===== config.mk =====
export PLATFORM = sky130hd
export DESIGN_NAME = sync_fifo
export DESIGN_NICKNAME = d
export VERILOG_FILES = /design/src/rtl/fifo_pkg.sv /design/src/rtl/sync_fifo_mem.sv /design/src/rtl/sync_fifo.sv
export SDC_FILE = /design/constraint.sdc
export NUM_CORES = 1
export LEC_CHECK = 0
export ABC_AREA = 0
export CAP_MARGIN = 20
export CORE_ASPECT_RATIO = 1.25
export CORE_UTILIZATION = 45
export DETAILED_ROUTE_END_ITERATION = 7
export HOLD_SLACK_MARGIN = 0.1
export PLACE_DENSITY = 0.64
export SETUP_SLACK_MARGIN = 0.4
export SLEW_MARGIN = 20
export SYNTH_ARGS = -nofsm -noshare
export SYNTH_HDL_FRONTEND = slang
export SYNTH_SLANG_ARGS = --single-unit

===== constraint.sdc =====
create_clock -name clk -period 2.65 [get_ports clk]
set_input_delay 0.53 -clock clk [delete_from_list [all_inputs] [get_ports clk]]
set_output_delay 0.53 -clock clk [all_outputs]
set_load 0.005 [all_outputs]

===== src/rtl/fifo_pkg.sv =====
// -----------------------------------------------------------------------------
// fifo_pkg
//   Shared definitions for the single-clock FIFO family.
//   - FIFO_STD / FIFO_FWFT : read-mode selectors for the FWFT parameter.
//   - count_width()        : width of pointers and occupancy count. It is one
//                            bit wider than the address so that a full FIFO
//                            (count == DEPTH) is representable.
// -----------------------------------------------------------------------------
package fifo_pkg;

    // Read-mode selectors.
    localparam int FIFO_STD  = 0;  // registered read, rvalid strobe
    localparam int FIFO_FWFT = 1;  // show-ahead, head word always visible

    // Pointer / count width for a given address width.
    function automatic int count_width(input int asize);
        return asize + 1;
    endfunction

endpackage : fifo_pkg


===== src/rtl/sync_fifo_mem.sv =====
// -----------------------------------------------------------------------------
// sync_fifo_mem
//   DEPTH x DSIZE storage for sync_fifo with one write port and one read port.
//   The read port is combinational when FWFT = FIFO_FWFT, otherwise the read
//   word is captured into a register on rd_en and held until the next rd_en.
//
// Ports
//   clk    in   clock, all state on posedge
//   rst    in   synchronous active-high reset (read register only)
//   wr_en  in   write strobe, stores wdata at waddr
//   waddr  in   [ASIZE-1:0] write address
//   wdata  in   [DSIZE-1:0] write data
//   rd_en  in   registered-mode read strobe, captures mem[raddr]
//   raddr  in   [ASIZE-1:0] read address
//   rdata  out  [DSIZE-1:0] read data (combinational or registered)
// -----------------------------------------------------------------------------
module sync_fifo_mem
    import fifo_pkg::*;
#(
    parameter int DSIZE = 8,
    parameter int ASIZE = 4,
    parameter int FWFT  = FIFO_FWFT
) (
    input  logic             clk,
    input  logic             rst,
    input  logic             wr_en,
    input  logic [ASIZE-1:0] waddr,
    input  logic [DSIZE-1:0] wdata,
    input  logic             rd_en,
    input  logic [ASIZE-1:0] raddr,
    output logic [DSIZE-1:0] rdata
);

    localparam int DEPTH = 1 << ASIZE;

    logic [DSIZE-1:0] mem_q [DEPTH];
    logic [DSIZE-1:0] rdata_d;
    logic [DSIZE-1:0] rdata_q;

    // NOTE: the storage array has no reset on purpose; resetting it would turn
    // a compact RAM into DEPTH*DSIZE individually reset flops. Stale contents
    // are unobservable because the pointers are reset.
    always_ff @(posedge clk) begin
        if (wr_en) begin
            mem_q[waddr] <= wdata;
        end
    end

    // NOTE: combinational next-state logic assigns a default first so no
    // latch is inferred on paths where rd_en is low.
    always_comb begin
        rdata_d = rdata_q;
        if (rd_en) begin
            rdata_d = mem_q[raddr];
        end
    end

    // NOTE: state flops use non-blocking assignments so every flop samples
    // pre-edge values regardless of statement order.
    always_ff @(posedge clk) begin
        if (rst) begin
            rdata_q <= '0;
        end else begin
            rdata_q <= rdata_d;
        end
    end

    // Mode is a constant, so only one leg survives synthesis.
    assign rdata = (FWFT == FIFO_FWFT) ? mem_q[raddr] : rdata_q;

endmodule : sync_fifo_mem


===== src/rtl/sync_fifo.sv =====
// -----------------------------------------------------------------------------
// sync_fifo
//   Single-clock FIFO with selectable read mode (show-ahead or registered with
//   a valid strobe), an occupancy count, programmable almost-full /
//   almost-empty flags and single-cycle overflow / underflow pulses.
//
// Parameters
//   DSIZE         data width
//   ASIZE         address width, DEPTH = 1 << ASIZE
//   AFULL_LEVEL   walmost_full when count >= AFULL_LEVEL   (1..DEPTH)
//   AEMPTY_LEVEL  ralmost_empty when count <= AEMPTY_LEVEL (0..DEPTH-1)
//   FWFT          FIFO_FWFT (1) show-ahead, FIFO_STD (0) registered read
//
// Ports
//   clk            in   clock, all state on posedge
//   rst            in   synchronous active-high reset
//   wdata          in   write data
//   w_en           in   write request
//   r_en           in   read request
//   rdata          out  read data
//   rvalid         out  FWFT=0: one-cycle strobe for a popped word;
//                       FWFT=1: equals !rempty
//   wfull          out  count == DEPTH
//   rempty         out  count == 0
//   walmost_full   out  count >= AFULL_LEVEL
//   ralmost_empty  out  count <= AEMPTY_LEVEL
//   count          out  stored entries, 0..DEPTH
//   overflow       out  pulse: w_en seen while wfull
//   underflow      out  pulse: r_en seen while rempty
// -----------------------------------------------------------------------------
module sync_fifo
    import fifo_pkg::*;
#(
    parameter int DSIZE        = 8,
    parameter int ASIZE        = 4,
    parameter int AFULL_LEVEL  = 14,
    parameter int AEMPTY_LEVEL = 2,
    parameter int FWFT         = FIFO_FWFT
) (
    input  logic                           clk,
    input  logic                           rst,
    input  logic [DSIZE-1:0]               wdata,
    input  logic                           w_en,
    input  logic                           r_en,
    output logic [DSIZE-1:0]               rdata,
    output logic                           rvalid,
    output logic                           wfull,
    output logic                           rempty,
    output logic                           walmost_full,
    output logic                           ralmost_empty,
    output logic [count_width(ASIZE)-1:0]  count,
    output logic                           overflow,
    output logic                           underflow
);

    localparam int CW    = count_width(ASIZE);
    localparam int DEPTH = 1 << ASIZE;

    localparam logic [CW-1:0] DEPTH_C  = CW'(DEPTH);
    localparam logic [CW-1:0] AFULL_C  = CW'(AFULL_LEVEL);
    localparam logic [CW-1:0] AEMPTY_C = CW'(AEMPTY_LEVEL);
    localparam logic [CW-1:0] ONE_C    = CW'(1);

    // Pointers carry a wrap bit above the memory index.
    logic [CW-1:0] wptr_d,  wptr_q;
    logic [CW-1:0] rptr_d,  rptr_q;
    logic [CW-1:0] count_d, count_q;
    logic          overflow_d,  overflow_q;
    logic          underflow_d, underflow_q;
    logic          rvalid_d,    rvalid_q;

    logic          full_w;
    logic          empty_w;
    logic          wr_acc;
    logic          rd_acc;

    // Flags come only from the registered count, so w_en / r_en never reach
    // a flag combinationally.
    assign full_w  = (count_q == DEPTH_C);
    assign empty_w = (count_q == '0);

    // Acceptance uses the registered flags: when full, a simultaneous read is
    // still taken and the write is refused (and vice versa when empty).
    assign wr_acc = w_en && !full_w;
    assign rd_acc = r_en && !empty_w;

    always_comb begin
        wptr_d      = wptr_q;
        rptr_d      = rptr_q;
        if (wr_acc) begin
            wptr_d = wptr_q + ONE_C;
        end
        if (rd_acc) begin
            rptr_d = rptr_q + ONE_C;
        end
        // Pointer difference modulo 2^CW gives 0..DEPTH; equivalent to
        // +1 on write-only, -1 on read-only and unchanged otherwise.
        count_d     = wptr_d - rptr_d;
        overflow_d  = w_en && full_w;
        underflow_d = r_en && empty_w;
        rvalid_d    = rd_acc;
    end

    always_ff @(posedge clk) begin
        if (rst) begin
            wptr_q      <= '0;
            rptr_q      <= '0;
            count_q     <= '0;
            overflow_q  <= 1'b0;
            underflow_q <= 1'b0;
            rvalid_q    <= 1'b0;
        end else begin
            wptr_q      <= wptr_d;
            rptr_q      <= rptr_d;
            count_q     <= count_d;
            overflow_q  <= overflow_d;
            underflow_q <= underflow_d;
            rvalid_q    <= rvalid_d;
        end
    end

    // Reset is gated into the write strobe so a write requested in the reset
    // cycle is dropped rather than landing in memory.
    sync_fifo_mem #(
        .DSIZE (DSIZE),
        .ASIZE (ASIZE),
        .FWFT  (FWFT)
    ) u_mem (
        .clk   (clk),
        .rst   (rst),
        .wr_en (wr_acc && !rst),
        .waddr (wptr_q[ASIZE-1:0]),
        .wdata (wdata),
        .rd_en (rd_acc && !rst),
        .raddr (rptr_q[ASIZE-1:0]),
        .rdata (rdata)
    );

    assign count         = count_q;
    assign wfull         = full_w;
    assign rempty        = empty_w;
    assign walmost_full  = (count_q >= AFULL_C);
    // count is 0 after reset, so this is high out of reset for any level.
    assign ralmost_empty = (count_q <= AEMPTY_C);
    assign overflow      = overflow_q;
    assign underflow     = underflow_q;
    assign rvalid        = (FWFT == FIFO_FWFT) ? !empty_w : rvalid_q;

endmodule : sync_fifo


==> run_results.csv <==
group,metric,value,unit
final_layout,postLayoutCoreUtil,0.593,
clock_tree,ctsHoldBuffers,0,
synth,syn_nets,315,
route,drc,0,
clock_tree,cts_max_level,4,
timing,fin_tns_setup,-0.763,ns
route,vias_per_cell,5.40,
power_and_ir_drop,power,7.30,mW
route,ant_nets,0,
synth,synth_enable_flop_cells,128,
clock_tree,clock_sinks,145,
clock_tree,clkLatencyLatePin,0.41,ns
clock_tree,clk_path_buf_depth,2,
setup_path,crit_path_start_kind,"flip-flop",
final_layout,final_cells,578,
outcome,violations,"negative setup slack",
synth,ys_ff_latch,145,
clock_tree,clk_pin_slew,0.06,ns
clock_tree,cts_tree,"yes",
power_and_ir_drop,p_per_area,968,nW/um^2
timing,slew_headroom,0.637,
setup_path,worstPathMaxFanout,8,
setup_path,path_cells,"buf_6 > buf_12 > mux4_2 > mux4_2 > buf_6",
synth,synth_area,5890,sq um
timing,fin_crit_sh,1.06,
global_route,overflow,0,
route,vias,3119,
timing,worst_pin_slew,0.543,ns
placement,dpl_cell_area,6640,sq um
outcome,status,"finished with violations",
setup_path,arrival,2.29,ns
final_layout,final_nets,420,
route,drt_iter0_markers,244,
route,wl_per_cell,22.3,microns
timing,finalHoldViolCount,0,
synth,synth_top_area_frac,0.653,
route,route.final.wire_length,12900,microns
floorplan,rows,46,
synth,synthFlopType,"edfxtp_1",
final_layout,num_antenna_cells,0,
floorplan,die_h,130,microns
floorplan,start_util,0.463,
floorplan,ios,32,
global_route,first_global_vias,3302,
synth,ys_seq_area_frac,0.711,
power_and_ir_drop,irDropWorstVdd,0.619,mV
global_route,grt_max_degree,27,
clock_tree,numCtsBuffers,17,
clock_tree,root_buffer,"clkbuf_16",
placement,dp.cells,519,
synth,yosysWarnings,0,
setup_path,cp-end-kind,"primary output",
placement,io_buffer_count,31,
floorplan,dieArea,13500,sq um
placement,hpwl,8110,microns
synth,async_flop_share,0,
global_route,grt_use_total,0.204,
final_layout,syn_to_final_growth,28.1,%
synth,yosys-top-cells-area,"edfxtp_1 65%, mux4_1 9.4%, mux4_2 7.3%",
setup_path,crit_family,"multiplexers",
setup_path,path_buf_inv,3,
timing,finalWorstSetupSlack,-0.168,ns
floorplan,coreArea,12700,sq um
synth,yosysMostFrequentCell,"edfxtp_1",
power_and_ir_drop,p_leak,2.62,nW
min_path,hold_path_class,"flip-flop to flip-flop",
final_layout,final_area,7540,sq um
timing,setup_viol,8,
route,drt_pass1_iterations,4,
global_route,antenna_found_initial,0,
timing,slew_violations,0,
synth,ys_types,35,
synth,synthTopCellsByCount,"128 x edfxtp_1, 25 x nor2_1, 21 x mux4_1, 19 x mux4_2, 17 x dfxtp_1",
setup_path,cpPeakStageDelay,0.53,ns
final_layout,drive_gt1_frac,0.405,
timing,rsz0062_at_grt,"yes",
synth,syn-mean-instance-area,20.1,sq um
setup_path,cp_slowest_cell,"mux4_2",
timing,fmax,0.355,GHz
setup_path,crit_type,"flip-flop to primary output",
timing,period_minus_slack,2.82,ns
synth,synth_top_area_cell,"edfxtp_1",
placement,gp_congestion,0.771,
timing,clock_skew,0.00579,ns
flow_run,max-cap-violations,0,
setup_path,worstPathRequired,2.12,ns
synth,synth_cells,293,
global_route,grt_first_pass_wirelength,19500,microns
floorplan,dieWidth,104,microns
[cells by family (layout without fill, tap and decap cells)]
family / Yosys count / after routing / share of synthesized area
XOR/XNOR: 10 / 10 / 0.0174
flip-flops: 145 / 145 / 0.711
multiplexers: 41 / 41 / 0.168
buffers and inverters: 20 / 137 / 0.0251
adder cells (fa/ha/maj): 10 / 10 / 0.0225
AND/OR/NAND/NOR: 58 / 58 / 0.0465
AO/OA/AOI/OAI: 9 / 9 / 0.00978
[tightest hold or removal path, cell delays in order, from the launching register on]
cell and delay [ns]:
dfxtp_1 0.33, xnor2_1 0.09, nor2_1 0.08
[worst paths after layout]
| kind | start | end | slack, ns | cells past startpoint |
|---|---|---|---|---|
| setup / recovery | rptr_q[0]$_SDFF_PP0_ | rdata[0] | -0.17 | 5 |
| hold / removal | wptr_q[4]$_SDFF_PP0_ | wptr_q[4]$_SDFF_PP0_ | 0.53 | 2 |
| setup reg to reg | count[3]$_SDFF_PP0_ | count[4]$_SDFF_PP0_ | 0.35 | 11 |
| hold reg to reg | wptr_q[4]$_SDFF_PP0_ | wptr_q[4]$_SDFF_PP0_ | 0.53 | 2 |
[placed cells by master (no fill, tap or decap), types with 3 or more instances in the layout]
master and n:
buf_12 3, buf_2 6, buf_4 52, buf_6 12
bufinv_16 4, clkbuf_16 17, clkdlybuf4s50_1 18, clkinv_1 3
dfxtp_1 14, dfxtp_4 3, edfxtp_1 128, ha_1 7
inv_1 5, mux4_2 38, nand2_1 5, nand2_2 3
nand2b_1 3, nand4_1 3, nor2_1 25, nor2b_1 4
nor2b_2 3, nor3_1 3, xnor2_1 5, xor2_1 3
[report_power, final]
group	switching, mW	internal (mW)
Clock	0.874	1.56
Sequential	0.0905	2.58
Combinational	0.859	1.34
Total	1.82	5.48
[what timing repair did]
action / in CTS / in global routing
buffers inserted: 17 / 9
endpoints found under the setup margin: 30 / 90
pin swaps: 9 / 11
gates cloned: 2 / 0
resized for setup: 85 / 20
[through the flow]
step / setup WS [ns] / hold WS, ns
global placement: -0.185 / 0.511
CTS: -0.191 / 0.533
global route: -0.212 / 0.590
finish: -0.168 / 0.527
floorplan: 0.411 / 0.482
detailed placement: -0.229 / 0.517
[per-layer routing]
metal  part of all wire  GRT usage  vias up
met2               0.53      0.356      108
met3              0.045     0.0495       21
met4              0.024     0.0882        0
met1               0.40      0.244     1609
li1                   -          -     1381
met5                  0          0        -
[flip-flops by register name (all words and copies together) (netlist names)]
signal       flops
u_mem.mem_q    128
wptr_q           5
rptr_q           5
underflow        1
overflow         1
count            5
[final cells by class]
class / instances / area [sq um]
Fill cell: 917 / 5170
Tap cell: 168 / 210
Clock buffer: 19 / 433
Clock inverter: 12 / 165
Multi-Input combinational cell: 128 / 1590
Inverter: 6 / 22.5
Sequential cell: 145 / 4200
Timing Repair Buffer: 100 / 927
No activity file was read; power rests on OpenSTA's default activity.
